`config.mk`:
```
export PLATFORM = sky130hd
export DESIGN_NAME = sync_fifo_flags
export DESIGN_NICKNAME = d
export VERILOG_FILES = /design/src/rtl/fifo_pkg.sv /design/src/rtl/sync_fifo_ctrl.sv /design/src/rtl/sync_fifo_flags.sv
export SDC_FILE = /design/constraint.sdc
export NUM_CORES = 1
export LEC_CHECK = 0
export BUFFER_PORTS_ARGS = -buffer_cell sky130_fd_sc_hd__buf_2
export CORE_MARGIN = 2
export CORE_UTILIZATION = 50
export CTS_CLUSTER_DIAMETER = 120
export CTS_CLUSTER_SIZE = 40
export DETAILED_ROUTE_END_ITERATION = 8
export PLACE_DENSITY = 0.79
export SLEW_MARGIN = 20
export SYNTH_ARGS = -nofsm -noshare
export SYNTH_HDL_FRONTEND = slang
export SYNTH_SLANG_ARGS = --single-unit
```
`constraint.sdc`:
```
create_clock -name clk -period 2.5 [get_ports clk]
set_input_delay 0.5 -clock clk [delete_from_list [all_inputs] [get_ports clk]]
set_output_delay 0.5 -clock clk [all_outputs]
set_load 0.02 [all_outputs]
```
`src/rtl/fifo_pkg.sv`:
```
// Shared types and helpers for the flagged synchronous FIFO.
// Consumers can bundle the FIFO's status outputs into fifo_status_t.
package fifo_pkg;

    typedef struct packed {
        logic full;
        logic almost_full;
        logic empty;
        logic almost_empty;
        logic overflow;
        logic underflow;
    } fifo_status_t;

    // One extra bit so the count can represent 0..Depth inclusive.
    function automatic int unsigned count_width(input int unsigned log_depth);
        return log_depth + 1;
    endfunction

endpackage

```
`src/rtl/sync_fifo_ctrl.sv`:
```
// Control path of sync_fifo_flags: pointers, occupancy count, status decode,
// sticky error flags and the accept (fire) logic.
module sync_fifo_ctrl
    import fifo_pkg::*;
#(
    parameter int unsigned LogDepth          = 2,
    parameter int unsigned AlmostFullThresh  = 3,
    parameter int unsigned AlmostEmptyThresh = 1,
    localparam int unsigned CntW             = count_width(LogDepth)
) (
    input  logic                clk,
    input  logic                rst_n,
    input  logic                clr_i,
    input  logic                we_i,
    input  logic                re_i,
    output logic                w_fire_o,
    output logic                r_fire_o,
    output logic [LogDepth-1:0] wr_idx_o,
    output logic [LogDepth-1:0] rd_idx_o,
    output logic [CntW-1:0]     count_o,
    output fifo_status_t        status_o
);

    localparam int unsigned Depth = 2 ** LogDepth;

    logic [CntW-1:0] wr_ptr_q, wr_ptr_d;
    logic [CntW-1:0] rd_ptr_q, rd_ptr_d;
    logic [CntW-1:0] count_q, count_d;
    logic            ovf_q, ovf_d;
    logic            unf_q, unf_d;
    logic            full, empty;

    assign full  = (count_q == CntW'(Depth));
    assign empty = (count_q == '0);

    // clr wins over both requests; a pop frees the slot a same-cycle push needs.
    assign r_fire_o = !clr_i && re_i && !empty;
    assign w_fire_o = !clr_i && we_i && (!full || r_fire_o);

    always_comb begin
        wr_ptr_d = wr_ptr_q;
        rd_ptr_d = rd_ptr_q;
        count_d  = count_q;
        ovf_d    = ovf_q;
        unf_d    = unf_q;
        if (clr_i) begin
            wr_ptr_d = '0;
            rd_ptr_d = '0;
            count_d  = '0;
            ovf_d    = 1'b0;
            unf_d    = 1'b0;
        end else begin
            wr_ptr_d = wr_ptr_q + CntW'(w_fire_o);
            rd_ptr_d = rd_ptr_q + CntW'(r_fire_o);
            count_d  = count_q + CntW'(w_fire_o) - CntW'(r_fire_o);
            ovf_d    = ovf_q | (we_i & ~w_fire_o);
            unf_d    = unf_q | (re_i & ~r_fire_o);
        end
    end

    always_ff @(posedge clk or negedge rst_n) begin
        if (!rst_n) begin
            wr_ptr_q <= '0;
            rd_ptr_q <= '0;
            count_q  <= '0;
            ovf_q    <= 1'b0;
            unf_q    <= 1'b0;
        end else begin
            wr_ptr_q <= wr_ptr_d;
            rd_ptr_q <= rd_ptr_d;
            count_q  <= count_d;
            ovf_q    <= ovf_d;
            unf_q    <= unf_d;
        end
    end

    assign wr_idx_o = wr_ptr_q[LogDepth-1:0];
    assign rd_idx_o = rd_ptr_q[LogDepth-1:0];
    assign count_o  = count_q;

    always_comb begin
        status_o              = '0;
        status_o.full         = full;
        status_o.almost_full  = (count_q >= CntW'(AlmostFullThresh));
        status_o.empty        = empty;
        status_o.almost_empty = (count_q <= CntW'(AlmostEmptyThresh));
        status_o.overflow     = ovf_q;
        status_o.underflow    = unf_q;
    end

endmodule

```
`src/rtl/sync_fifo_flags.sv`:
```
// Single-clock FIFO with occupancy count, programmable thresholds, sticky
// error flags, synchronous flush and registered or fall-through read data.
module sync_fifo_flags
    import fifo_pkg::*;
#(
    parameter type         T                 = logic [7:0],
    parameter int unsigned LogDepth          = 2,
    parameter int unsigned AlmostFullThresh  = 2 ** LogDepth - 1,
    parameter int unsigned AlmostEmptyThresh = 1,
    parameter bit          Fwft              = 1'b0
) (
    input  logic            clk,
    input  logic            rst_n,
    input  logic            clr_i,
    input  logic            we_i,
    input  T                w_data_i,
    output logic            full_o,
    output logic            almost_full_o,
    input  logic            re_i,
    output T                r_data_o,
    output logic            empty_o,
    output logic            almost_empty_o,
    output logic [LogDepth:0] count_o,
    output logic            overflow_o,
    output logic            underflow_o
);

    localparam int unsigned Depth = 2 ** LogDepth;

    if (LogDepth < 1) begin : g_bad_log_depth
        $error("sync_fifo_flags: LogDepth must be >= 1");
    end
    if (AlmostFullThresh < 1 || AlmostFullThresh > Depth) begin : g_bad_af
        $error("sync_fifo_flags: AlmostFullThresh must be in 1..Depth");
    end
    if (AlmostEmptyThresh > Depth - 1) begin : g_bad_ae
        $error("sync_fifo_flags: AlmostEmptyThresh must be in 0..Depth-1");
    end

    logic                w_fire, r_fire;
    logic [LogDepth-1:0] wr_idx, rd_idx;
    fifo_status_t        status;

    sync_fifo_ctrl #(
        .LogDepth          (LogDepth),
        .AlmostFullThresh  (AlmostFullThresh),
        .AlmostEmptyThresh (AlmostEmptyThresh)
    ) u_ctrl (
        .clk      (clk),
        .rst_n    (rst_n),
        .clr_i    (clr_i),
        .we_i     (we_i),
        .re_i     (re_i),
        .w_fire_o (w_fire),
        .r_fire_o (r_fire),
        .wr_idx_o (wr_idx),
        .rd_idx_o (rd_idx),
        .count_o  (count_o),
        .status_o (status)
    );

    // Storage is deliberately not reset.
    T mem_q [Depth];

    always_ff @(posedge clk) begin
        if (w_fire) begin
            mem_q[wr_idx] <= w_data_i;
        end
    end

    if (Fwft) begin : g_fwft
        assign r_data_o = status.empty ? T'('0) : mem_q[rd_idx];
    end else begin : g_reg_read
        T r_data_q;
        // Nonblocking read of mem_q gives the old head on a same-index push.
        always_ff @(posedge clk or negedge rst_n) begin
            if (!rst_n) begin
                r_data_q <= T'('0);
            end else if (r_fire) begin
                r_data_q <= mem_q[rd_idx];
            end
        end
        assign r_data_o = r_data_q;
    end

    assign full_o         = status.full;
    assign almost_full_o  = status.almost_full;
    assign empty_o        = status.empty;
    assign almost_empty_o = status.almost_empty;
    assign overflow_o     = status.overflow;
    assign underflow_o    = status.underflow;

endmodule

```
## Yosys cells after proc, flatten, opt, wreduce, memory -nomap -nowiden

Memories as Yosys holds them, arrays and structs flattened. A register that Yosys moved wholly into a read port is not among the register bits.
Cells that the tools add are included.

| word-level totals | value |
|---|---|
| bits in registers | 11 |
| memory bits (writable) | 32 |
| input port bits | 13 |
| output and inout bits | 17 |
| word-level logic and storage cells | 36 |
| memories | 1 |

| operators by class | value |
|---|---|
| add/subtract/negate cells | 4 |
| order comparisons | 2 |
| equal/unequal tests | 1 |
| multiplexer cells | 7 |
| bitwise operators | 6 |
| reduce and logical (&&, ||, !) cells | 10 |

Memory list:

| memory | depth | width | rd ports | clocked after memory_dff | wr ports | RTL line | text |
|---|---|---|---|---|---|---|---|
| mem_q | 4 | 8 | 1 | 1 | 1 | sync_fifo_flags.sv:63 | `T mem_q [Depth];` |

Operators with widths:

| operator | count |
|---|---|
| 3-bit by 1-bit adder with 3-bit output | 3 |
| 3-bit two-way mux | 3 |
| 1-bit logical AND | 4 |
| 1-bit zero test | 4 |
| 1-bit two-way mux | 4 |
| 3-bit equality test, second input constant | 1 |
| 3-bit by 2-bit greater-or-equal comparator with 1-bit output, second input constant | 1 |
| 3-bit by 1-bit less-or-equal comparator with 1-bit output, second input constant | 1 |
| 3-bit zero test | 1 |
| 3-bit by 1-bit subtractor with 3-bit output | 1 |
| 1-bit AND | 2 |
| 1-bit NOT | 2 |
| 1-bit OR | 2 |
| 1-bit logical OR | 1 |

## Logic depth before layout (Yosys ltp)

Gate-level depths: netlist (run 1).

| logic depth | value |
|---|---|
| word-level depth | 9 |
| depth in mapped cells | 9 |
| mapped depth without buffers | 9 |

## Modules after synthesis

Synthesis (run 1) repeated with hierarchy kept, for this count alone.

| second synthesis, totals | value |
|---|---|
| cells, all modules | 134 |
| area total of the unflattened synthesis | 2065.7 sq um |

Modules (own cells, without submodules):

| module | instances | cells an instance | area an instance (sq um) | sequential area each (sq um) |
|---|---|---|---|---|
| sync_fifo_flags | 1 | 82 | 1516.5 | 1161.1 |
| sync_fifo_ctrl | 1 | 52 | 549.3 | 225.2 |

## Least setup slack after synthesis (run 1)

No wires, ideal clock.

| timing path | value |
|---|---|
| path type | register -> register |
| start | register u_ctrl.count_q[1] (netlist: u_ctrl.count_o[1]) |
| end | register u_ctrl.count_q[1] (netlist: u_ctrl.count_o[1]) |
| setup time | 0.072 ns |
| data arrival time | 2.254 ns |
| required time | 2.428 ns |
| slack | 0.174 ns |
| stages on the path, launching flop included | 9 |
| path buffers | 1 |
| clock period less this slack | 2.326 ns |
| cell sequence | dfrtp_1 -> nor3_2 -> nor3b_2 -> buf_6 -> mux2_4 -> ha_1 -> inv_1 -> fa_1 -> nor2_1 |

| on the way | value |
|---|---|
| cells in the longest elaborated chain, start to end | 8 |
| elaborated cells between the ends (all ways) | 10 |
| classes of those cells | add/sub (2); eq/ne (1); mux (1); reduce/logical (6) |

RTL lines:

| element | RTL line | text |
|---|---|---|
| start: declaration | sync_fifo_ctrl.sv:28 | `logic [CntW-1:0] count_q, count_d;` |
| start signal: assignment | sync_fifo_ctrl.sv:71 | `count_q <= count_d;` |
| 3-bit zero test * | sync_fifo_ctrl.sv:34 | `assign empty = (count_q == '0);` |
| net empty_o | sync_fifo_flags.sv:21 | `output logic empty_o,` |
| 1-bit zero test * | sync_fifo_ctrl.sv:37 | `assign r_fire_o = !clr_i && re_i && !empty;` |
| 1-bit logical AND * | sync_fifo_ctrl.sv:37 |  |
| net r_fire | sync_fifo_flags.sv:40 | `logic w_fire, r_fire;` |
| 1-bit logical OR | sync_fifo_ctrl.sv:38 | `assign w_fire_o = !clr_i && we_i && (!full \|\| r_fire_o);` |
| 1-bit logical AND | sync_fifo_ctrl.sv:38 |  |
| 3-bit by 1-bit adder with 3-bit output | sync_fifo_ctrl.sv:55 | `count_d = count_q + CntW'(w_fire_o) - CntW'(r_fire_o);` |
| 3-bit by 1-bit subtractor with 3-bit output * | sync_fifo_ctrl.sv:55 |  |
| 3-bit two-way mux * | sync_fifo_ctrl.sv:46 | `if (clr_i) begin` |
| net u_ctrl.count_d[1] | sync_fifo_ctrl.sv:28 |  |

The timed path passes the listed nets; every way through them passes the cells marked *.

## Worst setup path in the final report (run 1)

| timing path | value |
|---|---|
| start | register u_ctrl.count_q[1] (netlist: u_ctrl.count_o[1]) |
| end | register u_ctrl.count_q[1] (netlist: u_ctrl.count_o[1]) |

| on the way | value |
|---|---|
| cells in the longest elaborated chain, start to end | 8 |
| elaborated cells between the ends (all ways) | 10 |
| classes of those cells | add/sub (2); eq/ne (1); mux (1); reduce/logical (6) |

RTL lines:

| element | RTL line |
|---|---|
| 3-bit zero test | sync_fifo_ctrl.sv:34 |
| 1-bit zero test | sync_fifo_ctrl.sv:37 |
| 1-bit logical AND | sync_fifo_ctrl.sv:37 |
| 1-bit logical OR | sync_fifo_ctrl.sv:38 |
| 1-bit logical AND | sync_fifo_ctrl.sv:38 |
| 3-bit by 1-bit adder with 3-bit output | sync_fifo_ctrl.sv:55 |
| 3-bit by 1-bit subtractor with 3-bit output * | sync_fifo_ctrl.sv:55 |
| 3-bit two-way mux * | sync_fifo_ctrl.sv:46 |
| net u_ctrl.count_d[1] | sync_fifo_ctrl.sv:28 |

Marks and branches as above.

==> results.sh, run 1 <==
export IMPL_mostFrequentLayoutCells="edfxtp_1 (32), buf_2 (29), dfrtp_1 (17)"
export IMPL_n_antenna_cell=0
export IMPL_post_cts_resized=0
export IMPL_antenna_found_initial=0
export IMPL_maxSlewHeadroom=0.644
export IMPL_hpwl_mm=2.34
export IMPL_synth_area_mm2=0.00204
export IMPL_max_stage_delay_ns=0.54
export IMPL_tightest_slew_ns=0.533
export IMPL_fillCellCount=306
export IMPL_dpl_worst_slack_ns=0.151
export IMPL_ant_nets=0
export IMPL_ir_drop_uv=573
export IMPL_power_w=0.00231
export IMPL_grt_pass1_wl_mm=5.33
export IMPL_status="complete, no violations"
export IMPL_crit_chain="nor4b_2 -> or3b_4 -> inv_4 -> mux2_4 -> ha_1 -> inv_1 -> fa_1 -> nor2_1"
export IMPL_drtPass1Iterations=4
export IMPL_die_h_um=67.9
export IMPL_core_rowCount=23
export IMPL_avgRoutedWirePerCell_um=16.8
export IMPL_cp_top_family="simple AND/OR/NAND/NOR gates"
export IMPL_async_reset_ff_frac=0.347
export IMPL_avgViaCountPerCell=5.18
export IMPL_start_util=0.515
export IMPL_slew_viol_final=0
export IMPL_clock_sinks=49
export IMPL_arrival_ns=2.54
export IMPL_synth_avg_cell_area_um2=18.6
export IMPL_clk_path_buf_depth=2
export IMPL_skew_ns=0.0105
export IMPL_cp_max_fo=8
export IMPL_hold_violations=0
export IMPL_critPathBufInv=2
export IMPL_place_gp_congestion=0.708
export IMPL_grt_setup_unrepaired="false"
export IMPL_clk_pin_slew_ns=0.09
export IMPL_min_path_type="in2async"
export IMPL_fin_crit_sh=0.916
export IMPL_ioPinCount=30
export IMPL_utilization=0.598
export IMPL_fin_nets=167
export IMPL_post_route_drc_count=0
export IMPL_drt_iter0_markers=53
export IMPL_finalSetupViolCount=0
export IMPL_finalWorstSetupSlack_ns=0.209
export IMPL_fp_dieW_um=67.9
export IMPL_startpoint_type="flop"
export IMPL_slowest_stage="dfrtp_1"
export IMPL_clock_insertion_delay_worst_skew_ns=0.31
export IMPL_p_leak_nw=0.945
export IMPL_grt_max_degree=18
export IMPL_htreeDepth=2
export IMPL_coreArea_mm2=0.00397
export IMPL_hold_ws_ns=0.105
export IMPL_numPortBuffers=29
export IMPL_synth_flop_cell="edfxtp_1"
export IMPL_layout_drive_gt1_share=0.446
export IMPL_dieArea_mm2=0.00462
export IMPL_fmax_mhz=436
export IMPL_post_cts_buffers=0
export IMPL_synth_seq_cells=49
export IMPL_syn_to_final_growth_pct=16.1
export IMPL_required_ns=2.74
export IMPL_num_vias=1025
export IMPL_cap_violations=0
export IMPL_synth_distinct_cells=27
export IMPL_timing_setup_tns_ns=0
export IMPL_wl_mm=3.33
export IMPL_worstSetupEndpointType="flop"
export IMPL_fin_crit_ns=2.29
export IMPL_yosysWarnings=0
export IMPL_root_buffer="clkbuf_8"
export IMPL_yosysSeqAreaShare=0.678
export IMPL_tritoncts_num_buffers=5
export IMPL_synth_edff_count=32
export IMPL_syn_inst=110
export IMPL_syn_num_nets=130
export IMPL_pwr_density_cell_mw_per_mm2=972
export IMPL_timing_worst_setup_path_type="reg2reg"
export IMPL_grt_pass1_vias=1092
export IMPL_final_common_cell="edfxtp_1"
export IMPL_holdBufCountCts=0
export IMPL_grt_overflow=0
export IMPL_cts_tree="done"
export IMPL_grt_usage=0.170
-- registers in the layout, summed over array words and instances, names as in the netlist --
register	count
u_ctrl.ovf_q	1
r_data_o	8
mem_q	32
u_ctrl.unf_q	1
u_ctrl.rd_ptr_q	2
u_ctrl.wr_ptr_q	2
u_ctrl.count_o	3
-- cells in the mapped netlist, types with 2 or more instances --
master,number,share of area
inv_1,3,0.0055
edfxtp_1,32,0.47
buf_6,2,0.011
mux4_2,8,0.088
mux2_4,8,0.059
xnor2_1,3,0.013
nor2b_1,3,0.0092
nand2_1,2,0.0037
nor2_1,6,0.011
ha_1,6,0.037
nor3b_2,3,0.018
dfrtp_1,17,0.21
a21oi_1,2,0.0049
nor3_1,2,0.0049
-- where the power goes --
part,switching [W],internal [W],total [W]
combinational,0.000363,0.000324,0.000687
sequential,0.0000861,0.000975,0.00106
clock,0.000260,0.000299,0.000559
-- metrics by stage --
stage          area (µm²)  instances
2_1_floorplan        2040        110
3_3_place_gp         2260        190
3_5_place_dp         2260        190
4_1_cts              2370        198
5_1_grt              2370        198
6_report             2370        198
-- kinds of logic after synthesis --
group,synth area share
AOI/OAI and AO/OA,0.0122
adders and majority gates,0.0465
xor gates and xnor gates,0.0129
muxes,0.152
and+or+nand+nor,0.0741
buffers and inverters,0.0239
DFF,0.678
-- layer usage --
| layer | routed length [µm] | vias to the layer above | global-route usage | part of all wire |
|---|---|---|---|---|
| met5 | 0 | - | 0 | 0 |
| met4 | 29 | 0 | 0.0675 | 0.0087 |
| met3 | 100 | 4 | 0.0444 | 0.030 |
| met2 | 1840 | 15 | 0.303 | 0.55 |
| met1 | 1360 | 519 | 0.194 | 0.41 |
| li1 | - | 487 | - | - |
-- final timing paths --
| path | from | endpoint | slack, ns | cells after the start |
|---|---|---|---|---|
| min in group clk | w_data_i[2] | mem_q[2][2] | 0.40 | 1 |
| min | rst_n | u_ctrl.wr_ptr_q[1] | 0.10 | 1 |
| max reg2reg | u_ctrl.count_o[1] | u_ctrl.count_o[1] | 0.21 | 8 |
| max in group asynchronous | rst_n | u_ctrl.unf_q | 2.10 | 1 |
| min reg2reg | r_data_o[4] | r_data_o[4] | 0.51 | 1 |
| max | u_ctrl.count_o[1] | u_ctrl.count_o[1] | 0.21 | 8 |
-- layout make-up --
cell class | count | area (µm²) | area share
inverter | 4 | 17.5 | 0.00738
sequential | 49 | 1390 | 0.584
timing repair buffer | 34 | 183 | 0.0770
tap | 50 | 62.6 | 0.0264
multi-input combinational | 53 | 609 | 0.257
clock buffer | 5 | 68.8 | 0.0290
clock inverter | 3 | 46.3 | 0.0195
No activity file was read; power rests on OpenSTA's default activity.
==> run 2: changes to the inputs <==
==> constraint.sdc (replaced) <==
create_clock -name clk -period 2.6 [get_ports clk]
set_input_delay 0.52 -clock clk [delete_from_list [all_inputs] [get_ports clk]]
set_output_delay 0.52 -clock clk [all_outputs]
set_load 0.01 [all_outputs]
==> run 2 against run 1 <==
Net effect:
- setup slack gained 0.15 ns
- first-iteration DRC count decreased by 42%
- sequential share of layout area increased by 0.31 points
- hold slack gained 0.031 ns
- highest routed layer unchanged
==> results.sh, run 2 (synthesized netlist as in run 1, its figures left out) <==
export IMPL_status="complete, no violations"
export IMPL_regArea_mm2=0.00139
export IMPL_arrival_ns=2.48
export IMPL_dpl_worst_slack_ns=0.261
export IMPL_fillCellCount=306
export IMPL_mostFrequentLayoutCells="edfxtp_1 (32), buf_2 (29), dfrtp_1 (17)"
export IMPL_p_int_w=0.00152
export IMPL_pwr_density_cell_mw_per_mm2=883
export IMPL_cts_tree="done"
export IMPL_slew_viol_final=0
export IMPL_grt_max_degree=18
export IMPL_hold_ws_ns=0.135
export IMPL_num_vias=1023
export IMPL_largest_reg_flops=32
export IMPL_avgViaCountPerCell=5.19
export IMPL_numPortBuffers=29
export IMPL_ioPinCount=30
export IMPL_met2_usage=0.295
export IMPL_core_rowCount=23
export IMPL_drt_iter0_markers=31
export IMPL_finalSetupViolCount=0
export IMPL_skew_ns=0.00706
export IMPL_syn_to_final_growth_pct=15.5
export IMPL_start_util=0.515
export IMPL_ant_nets=0
export IMPL_met1_usage=0.175
export IMPL_maxSlewHeadroom=0.634
export IMPL_largest_register="mem_q"
export IMPL_die_h_um=67.9
export IMPL_clkPwrFrac=0.246
export IMPL_fp_dieW_um=67.9
export IMPL_layout_drive_gt1_share=0.435
export IMPL_grt_usage=0.160
export IMPL_power_switching_w=0.000562
export IMPL_clock_insertion_delay_worst_skew_ns=0.29
export IMPL_p_comb_frac=0.261
export IMPL_cp_max_fo=8
export IMPL_required_ns=2.83
export IMPL_holdBufCountCts=0
export IMPL_post_route_drc_count=0
export IMPL_clk_pin_slew_ns=0.08
export IMPL_wl_mm=3.24
export IMPL_clk_path_buf_depth=2
export IMPL_post_cts_resized=0
export IMPL_worstSetupEndpointType="flop"
export IMPL_timing_worst_setup_path_type="reg2reg"
export IMPL_finalWorstSetupSlack_ns=0.355
export IMPL_hpwl_mm=2.27
export IMPL_grt_pass1_wl_mm=5.07
export IMPL_clock_sinks=49
export IMPL_antenna_found_initial=0
export IMPL_avgRoutedWirePerCell_um=16.4
export IMPL_cap_violations=0
export IMPL_fin_crit_ns=2.25
export IMPL_timing_setup_tns_ns=0
export IMPL_fmax_mhz=445
export IMPL_p_leak_nw=0.937
export IMPL_drtPass1Iterations=4
export IMPL_ir_drop_uv=407
export IMPL_fin_crit_sh=0.864
export IMPL_fin_nets=166
export IMPL_gr_usage_met3=0.0444
export IMPL_grt_setup_unrepaired="false"
export IMPL_coreArea_mm2=0.00397
export IMPL_n_antenna_cell=0
export IMPL_hold_violations=0
export IMPL_htreeDepth=2
export IMPL_startpoint_type="flop"
export IMPL_dieArea_mm2=0.00462
export IMPL_pwr_share_seq=0.493
export IMPL_multi_input_area_um2=609
export IMPL_switching_share=0.270
export IMPL_grt_pass1_vias=1063
export IMPL_root_buffer="clkbuf_8"
export IMPL_tightest_slew_ns=0.549
export IMPL_post_cts_buffers=0
export IMPL_final_common_cell="edfxtp_1"
export IMPL_tritoncts_num_buffers=5
export IMPL_grt_overflow=0
export IMPL_busiest_layer="met2"
export IMPL_min_path_type="in2async"
export IMPL_place_gp_congestion=0.687
## run 2: cell count changes in the layout (fill, tap and decap cells not counted)
| cell | before | now |
|---|---|---|
| clkinv_1 | 0 | 1 |
| buf_4 | 5 | 4 |
| clkinv_4 | 1 | 0 |
## run 2: final timing paths
| kind | cells past startpoint | slack (ns) | startpoint | end |
|---|---|---|---|---|
| setup / recovery | 8 | 0.35 | u_ctrl.count_o[1] | u_ctrl.count_o[1] |
| hold / removal | 1 | 0.14 | rst_n | r_data_o[2] |
| setup reg to reg | 8 | 0.35 | u_ctrl.count_o[1] | u_ctrl.count_o[1] |
| hold reg to reg | 2 | 0.51 | u_ctrl.ovf_q | u_ctrl.ovf_q |
| max in group asynchronous | 1 | 2.18 | rst_n | r_data_o[0] |
| min in group clk | 1 | 0.43 | w_data_i[2] | mem_q[2][2] |
## run 2: worst max-delay path, cell delays in order, from the launching register on
cell and delay (ns):
dfrtp_1 0.53, nor4b_2 0.11, or3b_4 0.43, inv_4 0.08
mux2_4 0.29, ha_1 0.17, inv_1 0.07, fa_1 0.41
nor2_1 0.09
## run 2: per-stage QoR
stage | power (W) | area [µm²] | cells | utilization
after floorplan | 0.00140 | 2040 | 110 | -
after global placement | 0.00157 | 2250 | 189 | 0.567
after detailed placement | 0.00160 | 2250 | 189 | 0.567
after CTS | 0.00212 | 2360 | 197 | 0.595
after global routing | 0.00221 | 2360 | 197 | 0.595
final | 0.00208 | 2360 | 197 | 0.595
## run 2: layout make-up
| class | count | share of cell area |
|---|---|---|
| inverters | 4 | 0.00742 |
| clock buffers | 5 | 0.0291 |
| flip-flops and latches | 49 | 0.587 |
| multi-input cells | 53 | 0.258 |
| clock inverters | 3 | 0.0175 |
| well taps | 50 | 0.0265 |
| repair buffers | 33 | 0.0742 |
## run 2: routing by layer
metal,vias up,wire [µm]
li1,485,-
met1,513,1240
met2,19,1850
met3,6,110
met4,0,41
met5,-,0
## run 2: power groups by stage
stage	clock network, W	logic, W	registers (W)
floorplan	0	0.000344	0.00106
global placement	0	0.000526	0.00104
detailed placement	0	0.000551	0.00105
CTS	0.000528	0.000556	0.00103
global route	0.000568	0.000594	0.00105
finish	0.000513	0.000545	0.00103
